$ cat src/rtl/if_fetch_queue.sv
// if_fetch_queue: instruction-fetch front end. Owns the fetch PC, addresses IROM and
// buffers fetched {pc, inst} pairs in a DEPTH-entry FIFO whose head feeds the ID stage.
// Ports:
//   cpu_clk, cpu_rst      clock, asynchronous active-low reset
//   inst_addr / inst      IROM word address out, IROM read data in
//   redirect_valid/_pc    flush and refetch from redirect_pc (bits [1:0] forced to 0)
//   id_ready              ID stage accepts the head entry this cycle
//   id_valid/_inst/_pc/_pc4  registered head entry (NOP_INST / 0 when empty)
//   occupancy             number of valid FIFO entries
module if_fetch_queue #(
   parameter int unsigned PC_W     = 32,
   parameter int unsigned INST_W   = 32,
   parameter int unsigned IADDR_W  = 14,
   parameter int unsigned DEPTH    = 4,
   parameter int unsigned ROM_LAT  = 0,
   parameter logic [PC_W-1:0]   RESET_PC = '0,
   parameter logic [INST_W-1:0] NOP_INST = INST_W'(32'h13)
) (
   input  logic                     cpu_clk,
   input  logic                     cpu_rst,
   output logic [IADDR_W-1:0]       inst_addr,
   input  logic [INST_W-1:0]        inst,
   input  logic                     redirect_valid,
   input  logic [PC_W-1:0]          redirect_pc,
   input  logic                     id_ready,
   output logic                     id_valid,
   output logic [INST_W-1:0]        id_inst,
   output logic [PC_W-1:0]          id_pc,
   output logic [PC_W-1:0]          id_pc4,
   output logic [$clog2(DEPTH):0]   occupancy
);

   localparam int unsigned PTR_W = $clog2(DEPTH);
   localparam int unsigned OCC_W = PTR_W + 1;

   logic [PC_W-1:0]   pc_f_q, pc_f_d;
   logic [PC_W-1:0]   req_pc_q, req_pc_d;
   logic              inflight_q, inflight_d;
   logic [PTR_W-1:0]  wr_ptr_q, wr_ptr_d;
   logic [PTR_W-1:0]  rd_ptr_q, rd_ptr_d;
   logic [OCC_W-1:0]  occ_q, occ_d;
   logic [INST_W-1:0] inst_mem_q [DEPTH];
   logic [INST_W-1:0] inst_mem_d [DEPTH];
   logic [PC_W-1:0]   pc_mem_q   [DEPTH];
   logic [PC_W-1:0]   pc_mem_d   [DEPTH];
   logic              id_valid_q, id_valid_d;
   logic [INST_W-1:0] id_inst_q, id_inst_d;
   logic [PC_W-1:0]   id_pc_q, id_pc_d;
   logic [PC_W-1:0]   id_pc4_q, id_pc4_d;

   logic              pop_c;
   logic              issue_c;
   logic              push_c;
   logic [PC_W-1:0]   push_pc_c;
   logic [OCC_W:0]    demand_c;

   assign inst_addr = pc_f_q[IADDR_W+1:2];
   assign id_valid  = id_valid_q;
   assign id_inst   = id_inst_q;
   assign id_pc     = id_pc_q;
   assign id_pc4    = id_pc4_q;
   assign occupancy = occ_q;

   // Handshake: issue only if the slot is guaranteed, counting an outstanding IROM return
   always_comb begin
      pop_c    = id_valid_q & id_ready & ~redirect_valid;
      demand_c = {1'b0, occ_q} + (OCC_W+1)'(inflight_q) - (OCC_W+1)'(pop_c);
      issue_c  = ~redirect_valid && (demand_c < (OCC_W+1)'(DEPTH));
      if (ROM_LAT == 0) begin
         push_c    = issue_c;
         push_pc_c = pc_f_q;
      end else begin
         // A return is squashed if a redirect lands on the cycle it arrives
         push_c    = inflight_q & ~redirect_valid;
         push_pc_c = req_pc_q;
      end
   end

   // Next state for PC, FIFO storage and registered head
   always_comb begin
      pc_f_d     = pc_f_q;
      req_pc_d   = req_pc_q;
      inflight_d = 1'b0;
      wr_ptr_d   = wr_ptr_q;
      rd_ptr_d   = rd_ptr_q;
      occ_d      = occ_q;
      inst_mem_d = inst_mem_q;
      pc_mem_d   = pc_mem_q;
      if (redirect_valid) begin
         pc_f_d   = redirect_pc & ~PC_W'(3);
         wr_ptr_d = '0;
         rd_ptr_d = '0;
         occ_d    = '0;
      end else begin
         if (issue_c) begin
            pc_f_d     = pc_f_q + PC_W'(4);
            req_pc_d   = pc_f_q;
            inflight_d = (ROM_LAT != 0);
         end
         if (push_c) begin
            inst_mem_d[wr_ptr_q] = inst;
            pc_mem_d[wr_ptr_q]   = push_pc_c;
            wr_ptr_d             = wr_ptr_q + PTR_W'(1);
         end
         if (pop_c) begin
            rd_ptr_d = rd_ptr_q + PTR_W'(1);
         end
         occ_d = occ_q + OCC_W'(push_c) - OCC_W'(pop_c);
      end
      // Head is read from the post-update storage so id_* are pure flops
      id_valid_d = (occ_d != '0);
      id_inst_d  = NOP_INST;
      id_pc_d    = '0;
      id_pc4_d   = '0;
      if (id_valid_d) begin
         id_inst_d = inst_mem_d[rd_ptr_d];
         id_pc_d   = pc_mem_d[rd_ptr_d];
         id_pc4_d  = pc_mem_d[rd_ptr_d] + PC_W'(4);
      end
   end

   // State registers
   always_ff @(posedge cpu_clk or negedge cpu_rst) begin
      if (!cpu_rst) begin
         pc_f_q     <= RESET_PC;
         req_pc_q   <= '0;
         inflight_q <= 1'b0;
         wr_ptr_q   <= '0;
         rd_ptr_q   <= '0;
         occ_q      <= '0;
         for (int i = 0; i < int'(DEPTH); i++) begin
            inst_mem_q[i] <= '0;
            pc_mem_q[i]   <= '0;
         end
         id_valid_q <= 1'b0;
         id_inst_q  <= NOP_INST;
         id_pc_q    <= '0;
         id_pc4_q   <= '0;
      end else begin
         pc_f_q     <= pc_f_d;
         req_pc_q   <= req_pc_d;
         inflight_q <= inflight_d;
         wr_ptr_q   <= wr_ptr_d;
         rd_ptr_q   <= rd_ptr_d;
         occ_q      <= occ_d;
         inst_mem_q <= inst_mem_d;
         pc_mem_q   <= pc_mem_d;
         id_valid_q <= id_valid_d;
         id_inst_q  <= id_inst_d;
         id_pc_q    <= id_pc_d;
         id_pc4_q   <= id_pc4_d;
      end
   end

endmodule
$ cat config.mk
export PLATFORM = sky130hd
export DESIGN_NAME = if_fetch_queue
export DESIGN_NICKNAME = d
export VERILOG_FILES = /design/src/rtl/if_fetch_queue.sv
export SDC_FILE = /design/constraint.sdc
export NUM_CORES = 1
export LEC_CHECK = 0
export ABC_AREA = 1
export BUFFER_PORTS_ARGS = -buffer_cell sky130_fd_sc_hd__buf_2
export CORE_MARGIN = 2
export CORE_UTILIZATION = 45
export DETAILED_ROUTE_END_ITERATION = 6
export GPL_TIMING_DRIVEN = 0
export PLACE_DENSITY = 0.64
export SYNTH_ARGS = -nofsm -noshare
export SYNTH_HDL_FRONTEND = slang
export SYNTH_SLANG_ARGS = --single-unit
export TNS_END_PERCENT = 50
$ cat constraint.sdc
create_clock -name cpu_clk -period 3.8 [get_ports cpu_clk]
set_input_delay 0 -clock cpu_clk [delete_from_list [all_inputs] [get_ports cpu_clk]]
set_output_delay 0 -clock cpu_clk [all_outputs]
set_load 0.05 [all_outputs]
Word-level counts from Yosys, hierarchy flattened
Index checks and enable logic that the tools add are counted.
{ "word_totals": {"reg_bits": 392, "input_bits": 68, "out_inout_bits": 114, "word_cells": 60} }
{ "op_classes": {"addsub": 7, "n_lt_le_gt_ge": 4, "muxes": 24, "n_bitwise": 5, "reduce_logical": 4} }
{ "op_table": {"columns": ["cell", "n"], "rows": [
  ["$mux 128", 4],
  ["$mux 32", 10],
  ["$bwmux 128", 2],
  ["$bmux 32 s2", 2],
  ["$add 32x3->32 const B", 2],
  ["$demux 32 s2", 1],
  ["$mux 2", 4],
  ["$ge 3x3->1 const B", 2],
  ["$not 2->3", 2],
  ["$add 2x1->2 const B", 2],
  ["$lt 4x3->1 const B", 1],
  ["$sub 3x1->4", 1],
  ["$add 3x1->3", 1],
  ["$lt 3x1->1 const B", 1],
  ["$mux 3", 1],
  ["$reduce_bool 3->1", 1],
  ["$sub 3x1->3", 1],
  ["$and 1x1->1", 2],
  ["$logic_and 1x1->1", 2],
  ["$reduce_bool 2->1", 1],
  ["$not 1->1", 1]
]} }

Depth between registers and ports, before layout
Gate-level depths: netlist of run 1.
{ "logic_depth": {"depth_word": 13, "mapped_depth": 23, "mapped_depth_nobuf": 21} }

Least setup slack after synthesis of run 1
No wires, ideal clock.
{ "synth_path": {"path_type": "register to register", "from": "register occ_q[1] (netlist: occupancy[1])", "to": "register id_pc_q[22] (netlist: id_pc[22])", "setup_ps": 132, "arrival_time_ps": 4415, "required_ps": 3668, "setup_slack_ps": -747, "stages_incl_launch_ff": 21, "path_buffers": 7, "period_less_slack_ps": 4547, "path_cell_list": "dfrtp_1 inv_1 ha_1 nand2_1 nand2_1 nand4_2 buf_6 buf_6 buf_6 clkbuf_1 buf_1 ha_1 inv_1 ha_1 inv_1 fa_1 nor2_1 nor3_1 clkbuf_1 clkbuf_1 nor2_1"} }
{ "synth_between": {"elab_cells_between_ends": 13, "classes_between": "add/sub (3); order compare (1); mux (7); reduce/logical (2)"} }
{ "synth_lines": {"columns": ["element", "line_no", "rtl"], "rows": [
  ["start, declared", "41", "logic [OCC_W-1:0] occ_q, occ_d;"],
  ["start signal, assigned", "130", "occ_q <= '0;"],
  ["start signal, assigned", "145", "occ_q <= occ_d;"],
  ["$sub 3x1->4", "67", "demand_c = {1'b0, occ_q} + (OCC_W+1)'(inflight_q) - (OCC_W+1)'(pop_c);"],
  ["$lt 4x3->1", "68", "issue_c = ~redirect_valid && (demand_c < (OCC_W+1)'(DEPTH));"],
  ["$logic_and 1x1->1", "68", null],
  ["$add 3x1->3 *", "108", "occ_d = occ_q + OCC_W'(push_c) - OCC_W'(pop_c);"],
  ["$sub 3x1->3 *", "108", null],
  ["$mux 3 *", "89", "if (redirect_valid) begin"],
  ["net occ_d[1]", "41", null],
  ["$reduce_bool 3->1 *", "111", "id_valid_d = (occ_d != '0);"],
  ["$mux 32 *", "115", "if (id_valid_d) begin"],
  ["net id_pc_d[22]", "48", "logic [PC_W-1:0] id_pc_q, id_pc_d;"],
  ["end signal, assigned", "150", "id_pc_q <= id_pc_d;"],
  ["end, declared", "48", null]
]} }
The timed path passes the listed nets; every way through them passes the cells marked *. The select of a mux whose other input is x is not followed.
A chain may end at the register's enable or synchronous reset.

Final worst setup path of run 1
{ "layout_path": {"from": "register occ_q[2] (netlist: occupancy[2])", "to": "register id_pc4_q[18] (netlist: id_pc4[18])"} }
{ "layout_between": {"elab_cells_between_ends": 14, "classes_between": "add/sub (4); order compare (1); mux (7); reduce/logical (2)"} }
{ "layout_lines": {"columns": ["element", "line_no", "rtl"], "rows": [
  ["$sub 3x1->4", "67", null],
  ["$lt 4x3->1", "68", null],
  ["$logic_and 1x1->1", "68", null],
  ["$add 3x1->3 *", "108", null],
  ["$sub 3x1->3 *", "108", null],
  ["$mux 3 *", "89", null],
  ["net occ_d[2]", "41", null],
  ["$reduce_bool 3->1 *", "111", null],
  ["$mux 32 *", "115", null],
  ["net id_pc4_d[18]", "49", "logic [PC_W-1:0] id_pc4_q, id_pc4_d;"],
  ["end signal, assigned", "151", "id_pc4_q <= id_pc4_d;"],
  ["end, declared", "49", null]
]} }
Marks and branches as above.

==> impl_metrics.toml, run 1 <==
[routing]
ant_nets = 0
first_pass_iters = 5
detail_route.iter0.violations = 1527
drc = 0
wl_per_cell_um = 18.7
wl_um = 66700
dr_total_vias = 18622
via_per_inst = 5.23

[cells_and_area]
layoutNonFillerInstCount = 3559
layout_commonest_cell = "nand2_1"
fillers = 4139
design_area_mm2 = 0.0246
fin_util = 0.554
drive_above_1_share = 0.143
diodes = 0
nets = 3012
layout_common_cells = "nand2_1, inv_1, dfrtp_1, buf_2, nand3_1"
area_delta_synth_final_pct = 20.9

[setup_path]
rrSetupSlack_ns = 0.18
crit_path_end_kind = "flip-flop"
path_class = "reg2reg"
crit_path_end = "id_pc4[18]$_DFF_PN0_"
reg2reg_from = "occupancy[2]$_DFF_PN0_"
worstPathMaxFanout = 10
regToRegEndpoint = "id_pc4[18]$_DFF_PN0_"
cp.required_ns = 4.24
crit_path_start_kind = "flip-flop"
rr_worst_depth = 20
cp.arrival_ns = 4.06
startpoint = "occupancy[2]$_DFF_PN0_"

[sta]
whs_ns = 0.178
min_period_over_period = 0.952
setup_violations = 0
tightest_slew_ns = 0.944
finClkSkew_ns = 0.0220
finalMaxSlewViolations = 0
rsz0062_at_grt = "no"
hold_violations = 0
relSlewSlack = 0.370
finalWorstSetupSlack_ns = 0.183
period_needed_ns = 3.62
max_freq_ghz = 0.276

[synth]
synthArstFlopShare = 1.00
ys_types = 41
synthCells = 2623
synth_edf_count = 0
synth_area_mm2 = 0.0204
synth_seq_cells = 388
avgSynthCellArea_um2 = 7.77
yosys.area.top_type = "dfrtp_1"
synth_top_area_frac = 0.473
synth-main-ff-cell = "dfrtp_1"
ys_top_cells_by_area = "dfrtp_1, nand2_1, inv_1, mux2i_1, nand3_1"
yosysWarnings = 0
synth_nets = 2702
yosysSeqAreaShare = 0.476

[placed_design]
dp_slack_ns = -1.16
dp.cells = 3398
dp_hpwl_um = 46900
place_area_mm2 = 0.0222
portBuffers = 179
globalplace.congestion = 0.893

[grt]
grt_max_degree = 107
grt_pass1_wl_um = 104000
grt_use_total = 0.285
grt_pass1_vias = 18583
grt_overflow = 0
antenna_found_initial = 0

[min_path]
min_path_type = "in2reg"
min_path_cells = 4

[cts]
cts_root_buf = "clkbuf_16"
numCtsBuffers = 44
cts_tree = "done"
clk_latency_ns = 0.58
cts.path.max_buffers = 3
htree_levels = 2
cts.clk_slew.worst_paths_ns = 0.06
clkSinkCount = 388

[power]
ir_drop_v = 0.000573
power.density_mw_per_mm2 = 975
p_leak_nw = 12.9

[floorplan]
rows = 77
dieHeight_um = 217
core_area_mm2 = 0.0445
dieArea_mm2 = 0.0470
pin_count = 182
initial_utilization = 0.458
die_w_um = 217

[run_status]
status = "finished clean"

[job]
drv_cap = 0
==> area by class of cell <==
cell class,instances,area (um2),area share
clock inverter,20,275,0.0112
multi-input combinational,1676,8300,0.337
buffer,143,910,0.0369
sequential,388,9720,0.394
timing repair buffer,267,1890,0.0765
tap,592,741,0.0301
clock buffer,60,1260,0.0512
inverter,413,1560,0.0632
==> worst min path at each step <==
| stage | from | endpoint | slack, ns |
|---|---|---|---|
| floorplan | cpu_rst | id_inst[10]$_DFF_PN0_ | -0.30 |
| global placement | redirect_pc[6] | pc_f_q[6]$_DFFE_PN0N_ | 0.21 |
| detailed placement | cpu_rst | pc_f_q[8]$_DFFE_PN0N_ | -0.10 |
| CTS | redirect_pc[16] | pc_f_q[16]$_DFFE_PN0N_ | 0.16 |
| global route | redirect_pc[26] | pc_f_q[26]$_DFFE_PN0N_ | 0.20 |
| finish | redirect_pc[6] | pc_f_q[6]$_DFFE_PN0N_ | 0.18 |
==> what timing repair did <==
action	4_1_cts	5_1_grt
hold buffers	66	0
buffers inserted	7	8
cloned	1	2
pin swaps	1	3
endpoints found under the setup margin	95	51
gates resized for setup	21	13
hold endpoints to repair	301	0
==> Yosys cell counts, types with 7 or more instances <==
master and count:
nand2_1 788, inv_1 405, dfrtp_1 385, nand3_1 191
o21ai_0 186, nor2_1 142, mux2i_1 116, a21oi_1 111
clkbuf_1 53, buf_2 37, buf_4 27, xor2_1 27
buf_6 21, o211ai_1 17, o221ai_1 15, nor3_1 14
o21ai_1 12, nor2_2 11, ha_1 10, buf_1 8
inv_2 7, nand4_1 7
==> critical path, cell delays in order, from the launching register on <==
cell and delay [ns]:
dfrtp_2 0.42, inv_1 0.10, ha_1 0.17, nand2_1 0.06, nand2_2 0.09, nand4_4 0.12
buf_12 0.17, buf_4 0.18, ha_1 0.30, inv_1 0.05, ha_1 0.12, inv_1 0.05
fa_2 0.36, o21a_1 0.23, nor3_4 0.23, buf_12 0.16, clkinvlp_4 0.19, buf_4 0.20
buf_6 0.13, o21ai_1 0.06, nor2_1 0.07
==> sequential cells by signal, summed over array words and instances (netlist names) <==
name        cells
id_inst        32
id_pc4         32
rd_ptr_q        2
occupancy       3
pc_f_q         30
id_pc          30
pc_mem_q      128
wr_ptr_q        2
id_valid        1
inst_mem_q    128
==> where the power goes <==
part	switching, mW	leakage, nW	total (mW)	internal (mW)
logic	9.16	7.59	12.9	3.74
registers	0.692	4.59	6.60	5.91
clock network	1.78	0.761	4.51	2.74
total	11.6	12.9	24.0	12.4
==> per-layer routing <==
layer	wire, um	GRT usage
met5	0	0
met4	3250	0.148
met3	4110	0.0366
met2	31300	0.471
met1	28100	0.369
==> metrics by stage <==
stage                     TNS (ns)  power, mW
after global placement    -2035.19       18.5
after global routing             0       25.6
after floorplan             -0.153       15.0
after detailed placement    -74.05       18.8
final                            0       24.0
after CTS                        0       23.8
==> cells by family (layout without fill, tap and decap cells) <==
logic type,count (synthesis),count (layout),share of synthesized area
buffers and inverters,559,903,0.118
DFF,388,388,0.476
muxes,116,116,0.0570
AOI/OAI and AO/OA,349,349,0.0921
adders and majority gates,11,11,0.00712
xor gates and xnor gates,28,28,0.0120
and+or+nand+nor,1172,1172,0.237
Note: power is estimated with default switching activity, not from simulation.
==> run 2, diff against run 1 <==
Settings changed: CELL_PAD_IN_SITES_DETAIL_PLACEMENT set to 1, CELL_PAD_IN_SITES_GLOBAL_PLACEMENT set to 1, CORE_UTILIZATION 45 to 40, PLACE_DENSITY 0.64 to 0.75.
==> run 2 against run 1 <==
Effect of this change: the run now ends with negative hold slack left; worst setup slack improved by 0.054 ns; clock-buffer cell count increased by 1; die area increased by 12%.
==> impl_metrics.toml, run 2 (synthesis results as in run 1) <==
[sta]
whs_ns = -0.0409
setup_violations = 0
period_needed_ns = 3.56
finClkSkew_ns = 0.0384
max_freq_ghz = 0.281
finalMaxSlewViolations = 0
tns_ns = 0
relSlewSlack = 0.394
min_period_over_period = 0.937
tightest_slew_ns = 0.909
hold_violations = 8
rsz0062_at_grt = "no"

[placed_design]
portBuffers = 179
dp_hpwl_um = 54100
globalplace.congestion = 0.870
dp.cells = 3477
place_area_mm2 = 0.0222

[cells_and_area]
layoutNonFillerInstCount = 3628
nets = 3000
area_delta_synth_final_pct = 21.1
design_area_mm2 = 0.0247
drive_above_1_share = 0.140
fillers = 6225
layout_commonest_cell = "nand2_1"
layout_common_cells = "nand2_1, inv_1, dfrtp_1, buf_2, nand3_1"
top_regs = "inst_mem_q: 128 flops, pc_mem_q: 128 flops"

[setup_path]
max_stage_delay_ns = 0.43
crit_path_end_kind = "flip-flop"
cp_top_family = "adder cells"
crit_top_cell = "ha_1"
cp_num_cells = 20
path_class = "reg2reg"
crit_path_start_kind = "flip-flop"
rr_worst_depth = 20
crit_slowest_cell = "dfrtp_2"
cp.arrival_ns = 4.03
cp.required_ns = 4.27
timing.critical_path.buf_inv = 8
worstPathMaxFanout = 11
crit_chain = "inv_2 > ha_1 > nand2_1 > nand2_2 > nand4_4 > buf_12 > buf_4 > ha_1 > inv_1 > ha_1 > inv_1 > fa_1 > a21oi_1 > o21a_1 > nor3_4 > buf_12 > clkinvlp_4 > clkbuf_16 > o21ai_1 > a21oi_1"

[grt]
gr-usage-met2 = 0.529
grt_pass1_vias = 21414
antenna_found_initial = 1
grt-busiest-layer = "met2"
grt_use_total = 0.296
grt_max_degree = 117
grt_pass1_wl_um = 121000
grt_overflow = 0
met1_usage = 0.348
grt_util_met3 = 0.0479

[routing]
first_pass_iters = 5
dr_total_vias = 19178
ant_nets = 0
via_per_inst = 5.29
detail_route.iter0.violations = 1127
wl_per_cell_um = 21.2
drc = 0
wl_um = 77000

[floorplan]
initial_utilization = 0.405
dieHeight_um = 230
pin_count = 182
rows = 82
core_area_mm2 = 0.0503
dieArea_mm2 = 0.0528
die_w_um = 230

[cts]
cts.clk_slew.worst_paths_ns = 0.06
clk_latency_ns = 0.61
numCtsBuffers = 45
cts.path.max_buffers = 3
htree_levels = 2
clkSinkCount = 388
cts_root_buf = "clkbuf_16"
cts_tree = "done"

[run_status]
status = "complete, but fails checks"
violations = "negative hold slack"

[power]
ir_drop_v = 0.000503
p_leak_nw = 12.9
p_total_mw = 24.5
power.density_mw_per_mm2 = 993

[job]
drv_cap = 0

[min_path]
min_path_type = "in2async"
[run 2: cell count changes in the layout (fill, tap and decap cells not counted), moves of 2 or more]
cell | previous run | this run
nand2_2 | 5 | 7
clkinvlp_4 | 2 | 4
nand2_1 | 787 | 785
clkbuf_8 | 11 | 14
buf_12 | 4 | 2
buf_4 | 41 | 34
clkinv_2 | 9 | 4
[run 2: where the power goes]
group          total, mW  internal [mW]  switching, mW  leakage, nW
sequential          6.65           5.91          0.734         4.59
combinational       13.1           3.57           9.53         7.50
clock               4.77           2.87           1.90        0.791
[run 2: final timing paths]
kind,startpoint,endpoint,slack (ns)
max reg2reg,occupancy[1]$_DFF_PN0_,id_pc4[12]$_DFF_PN0_,0.24
min in group cpu_clk,redirect_pc[12],pc_f_q[12]$_DFFE_PN0N_,0.15
max,occupancy[1]$_DFF_PN0_,id_pc4[12]$_DFF_PN0_,0.24
min,cpu_rst,pc_f_q[30]$_DFFE_PN0N_,-0.04
min reg2reg,inst_mem_q[121]$_DFF_PN0_,inst_mem_q[121]$_DFF_PN0_,0.47
max in group asynchronous,cpu_rst,inst_mem_q[72]$_DFF_PN0_,2.39
[run 2: layout make-up]
cell class | instances | area (um2) | area share
inverters | 413 | 1560 | 0.0632
well taps | 672 | 841 | 0.0341
plain buffers | 143 | 915 | 0.0371
multi-input cells | 1676 | 8310 | 0.336
flip-flops and latches | 388 | 9720 | 0.394
clock inverters | 20 | 339 | 0.0137
diodes | 1 | 2.50 | 0.000101
repair buffers | 254 | 1720 | 0.0696
clock buffers | 61 | 1290 | 0.0521
[run 2: stage by stage]
stage	setup slack, ns	hold slack (ns)	util
global route	0.00300	0.0376	0.491
finish	0.238	-0.0409	0.491
global placement	-5.87	0.218	0.441
CTS	0.0381	0.0219	0.489
detailed placement	-1.29	0.0563	0.442
floorplan	-0.00811	-0.296	-
[run 2: timing repair]
item                       4_1_cts  5_1_grt
buffers inserted                 4        3
resized for setup               21       18
setup endpoints to repair       95       66
pin swaps                        1        1
hold endpoints to repair       288        0
hold buffers                    64        0
cloned                           0        1
[run 2: metal layers]
layer | share of wire | wire [um]
met5 | 0 | 0
met4 | 0.047 | 3640
met3 | 0.046 | 3580
met2 | 0.50 | 38800
met1 | 0.40 | 31000
==> run 3, diff against run 2 <==
Settings changed: ABC_CLOCK_PERIOD_IN_PS set to 3800, CORE_MARGIN 2 to not set.
==> run 3 against run 2 <==
Effect of this change: the run still ends with negative hold slack left; critical path depth is the same; first-iteration DRC count grew 6.6%; sequential cell count is the same; total power shrank 1.0%.
==> impl_metrics.toml, run 3 (synthesis results as in run 1) <==
[placed_design]
dp_slack_ns = -1.34
portBuffers = 179
dp_hpwl_um = 53600
globalplace.congestion = 0.912

[floorplan]
core_area_mm2 = 0.0502
rows = 82
initial_utilization = 0.406
dieHeight_um = 228
die_w_um = 228
pin_count = 182
dieArea_mm2 = 0.0519

[routing]
detail_route.iter0.violations = 1201
first_pass_iters = 5
ant_nets = 0
via_per_inst = 5.25
dr_total_vias = 19026
drc = 0
wl_per_cell_um = 21.0
wl_um = 76300

[power]
p_clk_frac = 0.189
p_leak_nw = 12.8
power.density_mw_per_mm2 = 986
combPwrFrac = 0.536
switching_share = 0.499
p_sw_mw = 12.1
ir_drop_v = 0.000425
p_int_mw = 12.2
power_frac_seq = 0.275

[setup_path]
startpoint = "occupancy[2]$_DFF_PN0_"
worstPathMaxFanout = 19
cp.arrival_ns = 4.15
path_class = "reg2reg"
cp.required_ns = 4.29
reg2reg_from = "occupancy[2]$_DFF_PN0_"
crit_slowest_cell = "dfrtp_2"
max_stage_delay_ns = 0.42
crit_path_end_kind = "flip-flop"
crit_chain = "inv_1 > ha_1 > nand2_1 > nand2_1 > nand4_4 > buf_12 > buf_4 > ha_1 > inv_1 > ha_1 > inv_1 > fa_1 > a21oi_1 > o21a_1 > nor3_4 > buf_12 > clkinvlp_4 > clkbuf_8 > o21ai_1 > a21oi_1"
crit_path_start_kind = "flip-flop"

[cts]
cts_tree = "done"
cts.clk_slew.worst_paths_ns = 0.06
cts.path.max_buffers = 3
htree_levels = 2
cts_root_buf = "clkbuf_16"
clk_latency_ns = 0.60
clkSinkCount = 388
numCtsBuffers = 44

[sta]
tns_ns = 0
finClkSkew_ns = 0.0209
max_freq_ghz = 0.273
min_period_over_period = 0.962
period_needed_ns = 3.66
finalMaxSlewViolations = 0
finalWorstSetupSlack_ns = 0.143
whs_ns = -0.0262
setup_violations = 0
relSlewSlack = 0.435
hold_violations = 8
tightest_slew_ns = 0.848

[min_path]
min_path_type = "in2async"

[grt]
grt_use_total = 0.296
grt_pass1_wl_um = 119000
grt_pass1_vias = 20937
grt_max_degree = 128
grt_overflow = 0
antenna_found_initial = 1

[cells_and_area]
seq_area_mm2 = 0.00972
fillers = 6201
area_delta_synth_final_pct = 20.7
layout_common_cells = "nand2_1, inv_1, dfrtp_1, buf_2, nand3_1"
layout_commonest_cell = "nand2_1"
drive_above_1_share = 0.139
nets = 2996
top_regs = "inst_mem_q: 128 flops, pc_mem_q: 128 flops"
multi_input_area_mm2 = 0.00832

[job]
drv_cap = 0

[run_status]
status = "complete, but fails checks"
violations = "negative hold slack"
-- run 3: stage by stage --
stage | instance area [um2] | util | total power [mW] | cells
6_report | 24600 | 0.490 | 24.3 | 3625
3_5_place_dp | 22200 | 0.443 | 19.2 | 3477
4_1_cts | 24500 | 0.489 | 24.2 | 3623
5_1_grt | 24600 | 0.490 | 25.8 | 3625
3_3_place_gp | 22100 | 0.441 | 18.7 | 3474
2_1_floorplan | 20400 | - | 15.0 | 2623
-- run 3: power by group through the flow --
stage	clock network (mW)	logic [mW]	registers [mW]
5_1_grt	4.80	14.1	6.82
3_3_place_gp	0	12.1	6.61
2_1_floorplan	0	7.12	7.87
6_report	4.58	13.0	6.67
3_5_place_dp	0	12.5	6.70
4_1_cts	4.65	12.9	6.66
-- run 3: area by class of cell --
cell class	count	area share
flip-flops and latches	388	0.395
multi-input cells	1676	0.338
repair buffers	251	0.0691
inverters	413	0.0634
clock buffers	65	0.0537
plain buffers	143	0.0371
well taps	672	0.0342
clock inverters	16	0.00895
diodes	1	0.000102
-- run 3: critical path, delay by kind of cell, from the launching register on --
family                   cells  cell delay [ns]
AO/OA/AOI/OAI                4             0.64
adder cells (fa/ha/maj)      4             1.03
buffers and inverters        8             1.07
flip-flops                   1             0.42
AND/OR/NAND/NOR              4             0.40
-- run 3: worst paths after layout --
path,end,slack (ns),cells after the start
worst max-delay path,id_pc4[12]$_DFF_PN0_,0.14,20
worst min-delay path,pc_f_q[24]$_DFFE_PN0N_,-0.03,2
worst max register to register,id_pc4[12]$_DFF_PN0_,0.14,20
max in group asynchronous,pc_mem_q[32]$_DFF_PN0_,2.66,3
worst min register to register,inst_mem_q[84]$_DFF_PN0_,0.48,2
min in group cpu_clk,pc_f_q[7]$_DFFE_PN0N_,0.17,4
-- run 3: repair_timing --
item | CTS | global route
endpoints found under the setup margin | 95 | 76
pin swaps | 1 | 1
hold buffers | 65 | 0
gates cloned | 0 | 1
resized for setup | 25 | 15
hold endpoints to repair | 412 | 0
buffers inserted | 3 | 0
-- run 3: layer usage --
layer  wire length, um  vias up  share of wire  global-route usage
met1             31100     9651           0.41               0.351
met4              3300        0          0.043               0.138
met2             39000      436           0.51               0.529
met3              2850      178          0.037              0.0379
li1                  -     8761              -                   -
met5                 0        -              0                   0
